File: src/rtl/uart_tx_pkg.sv
// Shared UART definitions: parity mode codes, FSM state encoding, default line settings.
// Also intended for the companion uart_rx.
package uart_tx_pkg;

  localparam int PAR_NONE = 0;
  localparam int PAR_ODD  = 1;
  localparam int PAR_EVEN = 2;

  localparam int DEF_CLK_FREQ = 50_000_000;
  localparam int DEF_BAUD     = 115200;

  typedef enum logic [2:0] {
    S_IDLE,
    S_START,
    S_DATA,
    S_PARITY,
    S_STOP
  } state_t;

endpackage

File: src/rtl/uart_tx.sv
// UART transmitter: one LSB-first 8N/8O/8E frame (1 or 2 stop bits) per accepted byte.
// Start bit appears one cycle after acceptance; din_vld is ignored while tx_busy is high.
module uart_tx
  import uart_tx_pkg::*;
#(
  parameter int CLK_FREQ  = DEF_CLK_FREQ,
  parameter int BAUD      = DEF_BAUD,
  parameter int CHECK_BIT = PAR_NONE,
  parameter int STOP_BITS = 1
) (
  input  logic       clk,
  input  logic       rst_n,
  input  logic [7:0] din,
  input  logic       din_vld,
  output logic       tx_busy,
  output logic       tx
);

  localparam int BAUD_CNT = CLK_FREQ / BAUD;
  localparam int CW       = (BAUD_CNT < 2) ? 1 : $clog2(BAUD_CNT);

  if (BAUD_CNT < 2 || CHECK_BIT < 0 || CHECK_BIT > 2 || STOP_BITS < 1 || STOP_BITS > 2)
  begin : g_bad_cfg
    $error("uart_tx: illegal configuration (BAUD_CNT < 2, CHECK_BIT or STOP_BITS out of range)");
  end

  state_t          state, state_nxt;
  logic [CW-1:0]   cnt_baud, cnt_baud_nxt;
  logic [2:0]      cnt_bit, cnt_bit_nxt;
  logic            cnt_stop, cnt_stop_nxt;
  logic [7:0]      data, data_nxt;
  logic            tx_d;
  logic            busy_d;
  logic            bit_end;
  logic            par;

  assign bit_end = (cnt_baud == CW'(BAUD_CNT - 1));
  assign par     = (CHECK_BIT == PAR_ODD) ? ~^data : ^data;

  always_ff @(posedge clk or negedge rst_n) begin
    if (!rst_n) begin
      state    <= S_IDLE;
      cnt_baud <= '0;
      cnt_bit  <= '0;
      cnt_stop <= 1'b0;
      data     <= '0;
      tx       <= 1'b1;
      tx_busy  <= 1'b0;
    end else begin
      state    <= state_nxt;
      cnt_baud <= cnt_baud_nxt;
      cnt_bit  <= cnt_bit_nxt;
      cnt_stop <= cnt_stop_nxt;
      data     <= data_nxt;
      tx       <= tx_d;
      tx_busy  <= busy_d;
    end
  end

  always_comb begin
    state_nxt    = state;
    cnt_baud_nxt = '0;
    cnt_bit_nxt  = cnt_bit;
    cnt_stop_nxt = cnt_stop;
    data_nxt     = data;
    tx_d         = 1'b1;

    if (state != S_IDLE && !bit_end)
      cnt_baud_nxt = cnt_baud + 1'b1;

    case (state)
      S_IDLE: begin
        if (din_vld) begin
          state_nxt = S_START;
          data_nxt  = din;
        end
      end
      S_START: begin
        if (bit_end) state_nxt = S_DATA;
      end
      S_DATA: begin
        if (bit_end) begin
          if (cnt_bit == 3'd7) begin
            cnt_bit_nxt = '0;
            state_nxt   = (CHECK_BIT != PAR_NONE) ? S_PARITY : S_STOP;
          end else begin
            cnt_bit_nxt = cnt_bit + 3'd1;
          end
        end
      end
      S_PARITY: begin
        if (bit_end) state_nxt = S_STOP;
      end
      S_STOP: begin
        // cnt_stop only ever reaches 1 when two stop bits are configured
        if (bit_end) begin
          if (STOP_BITS == 2 && cnt_stop == 1'b0) begin
            cnt_stop_nxt = 1'b1;
          end else begin
            cnt_stop_nxt = 1'b0;
            state_nxt    = S_IDLE;
          end
        end
      end
      default: state_nxt = S_IDLE;
    endcase

    // Line level is decoded from the next state so tx is a plain flop output.
    case (state_nxt)
      S_START:  tx_d = 1'b0;
      S_DATA:   tx_d = data[cnt_bit_nxt];
      S_PARITY: tx_d = par;
      default:  tx_d = 1'b1;
    endcase

    busy_d = (state_nxt != S_IDLE);
  end

endmodule

File: config.mk
export PLATFORM = sky130hd
export DESIGN_NAME = uart_tx
export DESIGN_NICKNAME = d
export VERILOG_FILES = /design/src/rtl/uart_tx_pkg.sv /design/src/rtl/uart_tx.sv
export SDC_FILE = /design/constraint.sdc
export NUM_CORES = 1
export LEC_CHECK = 0
export CAP_MARGIN = 5
export CORE_UTILIZATION = 30
export DETAILED_ROUTE_END_ITERATION = 10
export SETUP_SLACK_MARGIN = 0.3
export SKIP_CTS_REPAIR_TIMING = 1
export SLEW_MARGIN = 10
export SYNTH_ARGS = -nofsm -noshare
export SYNTH_HDL_FRONTEND = slang
export SYNTH_SLANG_ARGS = --single-unit
File: constraint.sdc
create_clock -name clk -period 1.9 [get_ports clk]
set_input_delay 0.19 -clock clk [delete_from_list [all_inputs] [get_ports clk]]
set_output_delay 0.19 -clock clk [all_outputs]
set_load 0.03 [all_outputs]
==> results.sh <==
export IMPL_skew_ns=0.00520
export IMPL_ys_ff_latch=25
export IMPL_grt_max_degree=26
export IMPL_status="complete, no violations"
export IMPL_clock_path_buffers=2
export IMPL_period_needed_ns=1.76
export IMPL_drive_gt1_share_pct=30.0
export IMPL_ant_nets=0
export IMPL_slew_limit_headroom_pct=78.8
export IMPL_grt_pass1_vias=903
export IMPL_initial_core_util_pct=32.0
export IMPL_rows=23
export IMPL_routed_via_density=4.82
export IMPL_cts_root_buffer="clkbuf_8"
export IMPL_synth_most_common_cell="dfrtp_1"
export IMPL_final_util_pct=39.8
export IMPL_cts_tree="done"
export IMPL_netlist_area_um2=1320
export IMPL_antenna_found_initial=0
export IMPL_ys_seq_area_share_pct=47.6
export IMPL_worstMarginPinSlew_ns=0.317
export IMPL_power_density_nw_per_um2=992
export IMPL_diodes=0
export IMPL_crit_path_end_kind="register"
export IMPL_fmax_ghz=0.567
export IMPL_path_cells="ha_4, mux4_2, mux2_4, o21ai_2, a31oi_1"
export IMPL_ys_flop_type="dfrtp_1"
export IMPL_place_gp_congestion=0.745
export IMPL_dr_pass1_iters=4
export IMPL_drtIter0Drc=29
export IMPL_crit_type="register to register"
export IMPL_cts_sinks=25
export IMPL_grt_pass1_wl_um=4150
export IMPL_crit_fanout=4
export IMPL_slew_viol_final=0
export IMPL_core_um2=4120
export IMPL_final_cells=180
export IMPL_synth_edf_count=0
export IMPL_routedWlPerCell_um=13.1
export IMPL_clock_latency_ns=0.26
export IMPL_drc_errors=0
export IMPL_dieHeight_um=68.3
export IMPL_syn_nets=122
export IMPL_crit_path_start_kind="register"
export IMPL_cp_required_ns=2.08
export IMPL_syn_inst=107
export IMPL_critical_path_max_stage_delay_ns=0.49
export IMPL_htree_levels=1
export IMPL_synth_commonest_cells="24 x dfrtp_1, 11 x nor2_1, 10 x mux2_2, 9 x xnor2_1"
export IMPL_grt_overflow_total=0
export IMPL_synth_yosys_warnings=0
export IMPL_area_growth_pct=24.2
export IMPL_nets=146
export IMPL_async_reset_ff_share_pct=100
export IMPL_hold_path_class="primary input to async pin"
export IMPL_vdd_drop_max_uv=502
export IMPL_wl_um=2360
export IMPL_yosysTopAreaCell="dfrtp_1"
export IMPL_ys_types=32
export IMPL_synth_top_area_share_pct=45.6
export IMPL_synth_area_top_cells="dfrtp_1 46%, mux2_2 8.5%, xnor2_1 6.0%, mux4_1 4.0%, ha_1 3.8%"
export IMPL_clkTransAtPathRegs_ns=0.09
export IMPL_via_count=867
export IMPL_final_setup_viol_count=0
export IMPL_die_area_um2=4660
export IMPL_io_buffers=12
export IMPL_fin_tns_setup_ns=0
export IMPL_cts_buffers=3
export IMPL_rsz0062_at_grt="true"
export IMPL_fillers=393
export IMPL_post_place_cells=171
export IMPL_period_share_pct=92.8
export IMPL_max_cap_violations=0
export IMPL_arrival_ns=1.95
export IMPL_syn_avg_cell_area_um2=12.3
export IMPL_hold_violations=0
export IMPL_ios=13
export IMPL_startpoint="cnt_bit[0]"
export IMPL_die_w_um=68.3
export IMPL_reg2reg_from="cnt_bit[0]"
export IMPL_power_mw=1.62
export IMPL_p_leak_nw=0.705
export IMPL_grt_usage_pct=12.3
export IMPL_critPathSlowestCell="mux4_2"
-- where the power goes --
group / switching [mW] / internal [mW]
Clock: 0.160 / 0.150
Sequential: 0.129 / 0.647
Combinational: 0.209 / 0.328
-- metal layers --
metal	global-route usage, %	part of all wire (%)	vias up
li1	-	-	426
met1	16.1	46	428
met2	20.0	50	11
met3	2.00	2.6	2
met4	4.69	0.59	0
met5	0	0	-
-- flip-flops by register name, summed over array words and instances (netlist names) --
register,cells
cnt_baud,9
data,8
cnt_bit,3
state,3
tx,1
tx_busy,1
-- layout make-up --
type	count	area [um2]	area share [%]
Inverter	4	15.0	0.917
Clock buffer	4	45.0	2.75
Sequential cell	25	629	38.5
Tap cell	50	62.6	3.82
Multi-Input combinational cell	77	702	42.9
Timing Repair Buffer	20	183	11.2
-- logic make-up after synthesis --
group	Yosys count	synth area share [%]
buffers and inverters	5	1.71
xor gates and xnor gates	12	7.98
adders and majority gates	4	3.80
AOI/OAI and AO/OA	13	6.55
and+or+nand+nor	31	14.0
muxes	17	18.4
DFF	25	47.6
-- placed cells by master (no fill, tap or decap), types with 2 or more instances in the layout --
| cell type | instances |
|---|---|
| inv_1 | 4 |
| buf_4 | 8 |
| nand3_1 | 4 |
| xnor2_1 | 9 |
| clkdlybuf4s50_1 | 11 |
| xor2_1 | 3 |
| nor2_1 | 10 |
| mux2_1 | 2 |
| ha_4 | 2 |
| mux2_2 | 9 |
| a31oi_1 | 2 |
| nand2_1 | 4 |
| mux4_2 | 4 |
| a21oi_1 | 3 |
| o21ai_0 | 4 |
| ha_1 | 2 |
| or3_1 | 2 |
| dfrtp_1 | 22 |
| dfrtp_2 | 2 |
| clkbuf_8 | 3 |
-- worst paths after layout --
kind / slack [ns] / to / cells past startpoint
min in group clk: 0.52 / cnt_baud[0] / 1
setup reg to reg: 0.14 / tx / 5
max in group asynchronous: 1.32 / tx / 2
hold / removal: 0.29 / tx_busy / 2
hold reg to reg: 0.52 / cnt_baud[0] / 1
setup / recovery: 0.14 / tx / 5
-- per-stage QoR --
stage	worst slack [ns]	hold slack (ns)	cell area (um2)
global route	0.0930	0.324	1640
CTS	0.0605	0.306	1570
finish	0.138	0.289	1640
floorplan	0.174	-0.106	1330
global placement	0.144	0.503	1530
detailed placement	0.0634	0.513	1530
-- worst max-delay path, delay by kind of cell, from the launching register on --
kind            cells  cell delay, ns
mux                 2            0.76
flops               1            0.45
fa+ha+maj           1            0.29
compound gates      2            0.18
No activity file was read; power rests on OpenSTA's default activity.
